--- src/rtl/dispatcher.sv ---
// dispatcher: numbers arriving customers, queues them in FIFO order and loads the lowest idle counter.
// Optional DISP_STATS_EN builds a saturating dispatch count on srv_cnt; otherwise srv_cnt is tied to 0.
module dispatcher #(
  parameter int DT_SZ   = 4,
  parameter int N_CTR   = 3,
  parameter int Q_DEPTH = 8
) (
  input  logic                       clk,
  input  logic                       rst_n,
  input  logic                       arr,
  input  logic [DT_SZ-1:0]           arr_dt,
  input  logic [N_CTR-1:0]           busy,
  output logic [N_CTR-1:0]           ld,
  output logic [DT_SZ-1:0]           dn,
  output logic [DT_SZ-1:0]           dt,
  output logic [$clog2(Q_DEPTH):0]   q_cnt,
  output logic                       full,
  output logic                       drop,
  output logic [DT_SZ-1:0]           next_num,
  output logic [15:0]                srv_cnt
);
  localparam int PW = $clog2(Q_DEPTH);
  localparam int CW = PW + 1;
  localparam logic [CW-1:0] DEPTH = CW'(Q_DEPTH);
  logic [2*DT_SZ-1:0] mem [Q_DEPTH];
  logic [PW-1:0]      rd_ptr, wr_ptr;
  logic [N_CTR-1:0]   elig, pick;
  logic [DT_SZ-1:0]   dt_in;
  logic               pop, push;
  // ld masks the counter for the cycle before its busy flag rises
  assign elig  = ~busy & ~ld;
  assign pick  = elig & (~elig + N_CTR'(1));
  assign pop   = (q_cnt != '0) && (|elig);
  assign push  = arr && (!full || pop);
  assign full  = q_cnt == DEPTH;
  assign dt_in = (arr_dt == '0) ? DT_SZ'(1) : arr_dt;
  always_ff @(posedge clk or negedge rst_n)
    if (!rst_n) begin
      ld       <= '0;
      dn       <= '0;
      dt       <= '0;
      q_cnt    <= '0;
      drop     <= 1'b0;
      next_num <= DT_SZ'(1);
      rd_ptr   <= '0;
      wr_ptr   <= '0;
    end else begin
      ld <= pop ? pick : '0;
      if (pop) begin
        {dn, dt} <= mem[rd_ptr];
        rd_ptr   <= rd_ptr + PW'(1);
      end
      if (push) begin
        wr_ptr   <= wr_ptr + PW'(1);
        next_num <= (&next_num) ? DT_SZ'(1) : next_num + DT_SZ'(1);
      end
      q_cnt <= q_cnt + CW'(push) - CW'(pop);
      drop  <= arr && !push;
    end
  always_ff @(posedge clk)
    if (push) mem[wr_ptr] <= {next_num, dt_in};
`ifdef DISP_STATS_EN
  always_ff @(posedge clk or negedge rst_n)
    if (!rst_n) srv_cnt <= '0;
    else if (pop && !(&srv_cnt)) srv_cnt <= srv_cnt + 16'd1;
`else
  assign srv_cnt = '0;
`endif
endmodule
--- config.mk ---
export PLATFORM = sky130hd
export DESIGN_NAME = dispatcher
export DESIGN_NICKNAME = d
export VERILOG_FILES = /design/src/rtl/dispatcher.sv
export SDC_FILE = /design/constraint.sdc
export NUM_CORES = 1
export LEC_CHECK = 0
export ABC_CLOCK_PERIOD_IN_PS = 2650
export CORE_MARGIN = 2
export CORE_UTILIZATION = 55
export DETAILED_ROUTE_END_ITERATION = 10
export PLACE_DENSITY = 0.79
export REMOVE_ABC_BUFFERS = 1
export SYNTH_ARGS = -nofsm -noshare
export SYNTH_HDL_FRONTEND = slang
export SYNTH_SLANG_ARGS = --single-unit
export TNS_END_PERCENT = 30
--- constraint.sdc ---
create_clock -name clk -period 2.65 [get_ports clk]
set_input_delay 0.3975 -clock clk [delete_from_list [all_inputs] [get_ports clk]]
set_output_delay 0.3975 -clock clk [all_outputs]
set_load 0.01 [all_outputs]
==> metrics.cfg, run 1 <==
[placed_design]
gpl.final_weighted_congestion = 0.770
place.port_buffers = 30
dpl_wire_length_um = 4110
placed_cells = 340

[critical_path]
data_arrival_at_the_endpoint_of_the_critical_path_ps = 2590
crit_path_start_kind = register
critPathMaxFanout = 8
cp.required_ps = 2940
cp-end-kind = register
worstSetupPathType = reg -> reg

[sta]
final-setup-viol-count = 0
holdWs_ps = 420
final.min_clock_period_ps = 2300
timing_worst_slew_pin_value_ps = 586
finalClockSkew_ps = 11.9
final_max_slew_viol_count = 0
timing_hold_violations_final = 0
grt_setup_unrepaired = no
totalNegativeSetupSlack_ps = 0
timing.final.crit_share_pct = 86.7
max-slew-margin-rel_pct = 60.9
maxClockFrequency_mhz = 435

[cts]
clock_sink_count = 90
cts.clk_slew.worst_paths_ps = 90
clock_tree.buffer_depth = 2
postCtsSetupRepairBufs = 0
cts.hold.buffers_added = 0
cts-buffers-inserted = 9
worst_skew_pair.late_latency_ps = 350
cts_root_buffer = clkbuf_8
cts_resized = 0
tritoncts = yes
cts.htree.levels = 3

[synthesis]
ff_latch_count_synth = 90
yosys.area.top_type = edfxtp_1
sequential_area_share_after_synthesis_pct = 68.1
synth.lib_cells_used.distinct = 37
ys_top_cells_by_count = edfxtp_1, dfrtp_1, buf_4
syn_avg_cell_area_um2 = 16.4
synthesis.yosys.warnings = 0
synth_top_area_share_pct = 50.9
mappedNetlistArea_um2 = 3780
synthMostInstantiatedCell = edfxtp_1
synth_edf_count = 64
synth_flop_cell = edfxtp_1
netlist_top_cells_area = edfxtp_1, dfrtp_1, mux4_2
synthArstFlopShare_pct = 28.9
post_synth_inst_count = 230

[global_routing]
antenna_found_initial = 0
grt_pass1_wl_um = 10300
grt_start_max_net_pins = 27
grt_pass1_vias = 1966
globalRouteOverflowTotal = 0
global_route.usage.total_pct = 18.9

[detailed_routing]
wl_per_cell_um = 17.9
route.detailed.drc = 0
drt-pass1-iter-count = 4
routed-via-count = 1941
drt-total-wl_um = 6380
vias_per_std_cell = 5.45
initialDrtViolationCount = 147
ant_nets = 0

[floorplanning]
rows = 30
die_area_um2 = 7550
io_pins = 47
initial_core_util_pct = 56.2
die_h_um = 86.9
coreArea_um2 = 6720
die_x_um = 86.9

[finish]
instances_no_fill = 356
synthToLayoutAreaGrowth_pct = 15.7
nFillCells = 472
postLayoutCoreUtil_pct = 65.0
final_layout_net_count = 290
layout-drive-gt1-share_pct = 18.5
n_antenna_cell = 0

[power]
power_density_nw_per_um2 = 1110
leakagePower_uw = 0.00164
power.ir.vdd_worst_mv = 0.397

[min_path]
hold_path_class = in -> async

[outcome]
run_status = completed

[run]
maximum_capacitance_violations = 0

==> through the flow <==
step	power (uW)	instance area, um2	worst slack (ps)
after floorplan	3220	3660	55.8
after global placement	3850	4150	184
after detailed placement	3900	4150	133
after CTS	4910	4370	346
after global routing	5160	4370	199
final	4860	4370	352
==> cells by family after synthesis <==
group                      after synthesis  synth area share, %
muxes                                   27                 12.5
DFF                                     90                 68.1
other                                    1               0.0992
adders and majority gates                9                 3.18
buffers and inverters                   34                 5.26
and+or+nand+nor                         41                 5.27
AOI/OAI and AO/OA                       21                 3.91
xor gates and xnor gates                 7                 1.62
==> layout by cell type, fill, tap and decap left out, types with 9 or more instances in the layout <==
master | synthesis | layout
buf_4 | 18 | 12
clkbuf_8 | 0 | 9
clkdlybuf4s50_1 | 0 | 30
conb_1 | 1 | 16
dfrtp_1 | 25 | 25
edfxtp_1 | 64 | 64
mux4_2 | 16 | 16
nand2_1 | 16 | 16
o21ai_0 | 10 | 9
==> path summary, 6_finish.rpt <==
kind	from	end	slack [ps]	depth (start not counted)
min in group clk	ld[2]	ld[2]	480	1
setup reg to reg	q_cnt[2]	q_cnt[1]	350	10
hold reg to reg	ld[2]	ld[2]	480	1
max in group asynchronous	rst_n	next_num[0]	1910	2
setup / recovery	q_cnt[2]	q_cnt[1]	350	10
hold / removal	rst_n	dn[2]	420	2
==> power by group <==
part           internal (uW)  total, uW  switching (uW)
registers               1940       2260             317
clock network            537       1000             467
logic                    869       1600             727
total                   3350       4860            1510
==> worst max-delay path, cell delays in order (launching register included) <==
cell	delay (ps)
dfrtp_1	390
inv_1	110
ha_1	180
or3b_4	400
o21a_4	160
or2b_1	200
nand2_1	60
ha_1	190
inv_1	70
fa_1	410
inv_1	70
==> area by class of cell <==
type	count	area (um2)	share of cell area (%)
Timing Repair Buffer	42	390	8.93
Sequential cell	90	2570	58.9
Tap cell	80	100	2.29
Clock buffer	10	128	2.92
Multi-Input combinational cell	121	1060	24.3
Inverter	7	26.3	0.601
Clock inverter	6	90.1	2.06
==> flip-flops by register name, indices dropped and copies added, names as in the netlist <==
| name | count |
|---|---|
| rd_ptr | 3 |
| mem | 64 |
| drop | 1 |
| dt | 4 |
| q_cnt | 4 |
| dn | 4 |
| ld | 3 |
| next_num | 4 |
| wr_ptr | 3 |
==> metal layers <==
layer	GRT usage, %	vias to the layer above	routed length [um]
met5	0	-	0
met4	8.95	0	104
met3	3.13	8	264
met2	29.8	57	3200
met1	25.9	970	2800
li1	-	906	-
Note: power is estimated with default switching activity, not from simulation.
==> inputs of run 2 (changes only) <==
--- a/config.mk
+++ b/config.mk
@@ -9,6 +9,7 @@
 export CORE_MARGIN = 2
 export CORE_UTILIZATION = 55
 export DETAILED_ROUTE_END_ITERATION = 10
+export MAX_ROUTING_LAYER = met4
 export PLACE_DENSITY = 0.79
 export REMOVE_ABC_BUFFERS = 1
 export SYNTH_ARGS = -nofsm -noshare
==> run 2 against run 1 <==
  * Routed wire length hardly changed
  * Register-to-register slack hardly changed
  * Fmax hardly changed
  * Clock-buffer cell count stayed put
  * Sequential cell count stayed put
  * Hold slack hardly changed
  * Combinational power hardly changed
  * Via count is 0.62% higher
  * Critical path type unchanged
==> metrics.cfg, run 2 (synthesis gave the netlist of run 1 again) <==
[power]
power.ir.vdd_worst_mv = 0.398
pwr-share-seq_pct = 46.5
power_density_nw_per_um2 = 1110
finalPower_uw = 4860
leakagePower_uw = 0.00164
power.share.switching_pct = 31.1
power.internal_uw = 3350
clk_pwr_share_pct = 20.7
power_switching_uw = 1510
power.share.combinational_pct = 32.8

[floorplanning]
coreArea_um2 = 6720
io_pins = 47
rows = 30
die_x_um = 86.9
die_h_um = 86.9
die_area_um2 = 7550
initial_core_util_pct = 56.2

[detailed_routing]
routed-via-count = 1953
drt-pass1-iter-count = 4
route.detailed.drc = 0
ant_nets = 0
wl_per_cell_um = 17.9
drt-total-wl_um = 6380
initialDrtViolationCount = 171
vias_per_std_cell = 5.49

[sta]
timing.final.crit_share_pct = 86.8
timing_worst_slew_pin_value_ps = 586
max-slew-margin-rel_pct = 60.9
final_max_slew_viol_count = 0
final-setup-viol-count = 0
maxClockFrequency_mhz = 435
timing_hold_violations_final = 0
final.min_clock_period_ps = 2300
totalNegativeSetupSlack_ps = 0
finalClockSkew_ps = 12.4
grt_setup_unrepaired = no
finalWorstSetupSlack_ps = 351

[critical_path]
reg2reg_depth = 10
rr_endpoint = q_cnt[1]
worstSetupPathType = reg -> reg
crit_path_end = q_cnt[1]
critPathBufInv = 3
path_cells = inv_1 -> ha_1 -> or3b_4 -> o21a_4 -> or2b_1 -> nand2_1 -> ha_1 -> inv_1 -> fa_1 -> inv_1
worstReg2RegStart = q_cnt[2]
cp_num_cells = 10
regToRegSetupSlack_ps = 350
critPathMaxStageDelay_ps = 410
data_arrival_at_the_endpoint_of_the_critical_path_ps = 2590
cp-end-kind = register
cp_top_family = adder cells
startpoint = q_cnt[2]
crit_path_start_kind = register
worst_path_most_repeated_cell = inv_1
crit_slowest_cell = fa_1
critPathMaxFanout = 8
cp.required_ps = 2940

[cts]
clock_tree.buffer_depth = 2
cts.htree.levels = 3
cts_root_buffer = clkbuf_8
cts.clk_slew.worst_paths_ps = 90
tritoncts = yes
cts-buffers-inserted = 9
cts_resized = 0
postCtsSetupRepairBufs = 0
worst_skew_pair.late_latency_ps = 350
clock_sink_count = 90
cts.hold.buffers_added = 0

[finish]
final_cell_mix = edfxtp_1, clkdlybuf4s50_1, dfrtp_1
synthToLayoutAreaGrowth_pct = 15.7
layout.cell_area.non_filler_um2 = 4370
layout-drive-gt1-share_pct = 18.5
instances_no_fill = 356
final_layout_net_count = 290
n_antenna_cell = 0
largest_register_ff_count = 64
mostFrequentLayoutCell = edfxtp_1
largest_register = mem

[global_routing]
global_route.usage.total_pct = 19.5
globalRouteOverflowTotal = 0
antenna_found_initial = 0
grt_pass1_vias = 1954
grt_start_max_net_pins = 27
grt_pass1_wl_um = 10300

[placed_design]
dpl_wire_length_um = 4110
pre_cts_worst_setup_slack_ps = 133
placed_cells = 340
place.port_buffers = 30
place_area_um2 = 4150
gpl.final_weighted_congestion = 0.780

[run]
maximum_capacitance_violations = 0

[outcome]
run_status = completed

[min_path]
hold_path_class = in -> async

==> run 2: how the worst min path moves through the flow <==
stage                     start     to  cells past startpoint
after floorplan           rst_n  dn[0]                      0
after global placement    ld[2]  ld[2]                      1
after detailed placement  ld[2]  ld[2]                      1
after CTS                 rst_n  dt[0]                      2
after global routing      rst_n  dn[2]                      2
final                     rst_n  dn[2]                      2
==> run 2: worst register-to-register path: stages (launching register included) <==
cell,delay [ps]
dfrtp_1,390
inv_1,110
ha_1,180
or3b_4,400
o21a_4,160
or2b_1,200
nand2_1,60
ha_1,190
inv_1,70
fa_1,410
inv_1,70
==> run 2: power groups by stage <==
stage               combinational (uW)  sequential [uW]  clock, uW
floorplan                          873             2350          0
global placement                  1570             2280          0
detailed placement                1600             2300          0
CTS                               1620             2260       1030
global route                      1770             2320       1080
finish                            1600             2260       1000
==> run 2: final cells by class <==
class / count / area (um2)
sequential: 90 / 2570
clock inverter: 6 / 90.1
fill: 472 / 2350
timing repair buffer: 42 / 390
multi-input combinational: 121 / 1060
clock buffer: 10 / 128
tap: 80 / 100
inverter: 7 / 26.3
==> run 2: layer usage <==
layer	share of wire (%)	GRT usage, %
met5	0	-
met4	1.1	8.95
met3	4.2	3.41
met2	51	29.8
met1	44	25.9
==> run 2: metrics by stage <==
stage	utilization, %	hold slack, ps
6_report	65.0	420
5_1_grt	65.0	452
4_1_cts	65.0	422
3_5_place_dp	61.8	460
3_3_place_gp	61.8	456
2_1_floorplan	-	102
==> inputs of run 3 (changes only) <==
--- a/config.mk
+++ b/config.mk
@@ -6,6 +6,7 @@
 export NUM_CORES = 1
 export LEC_CHECK = 0
 export ABC_CLOCK_PERIOD_IN_PS = 2650
+export CAP_MARGIN = 20
 export CORE_MARGIN = 2
 export CORE_UTILIZATION = 55
 export DETAILED_ROUTE_END_ITERATION = 10
==> results of run 3 <==
No change in the layout: final DEF, timing and power equal those of run 2.
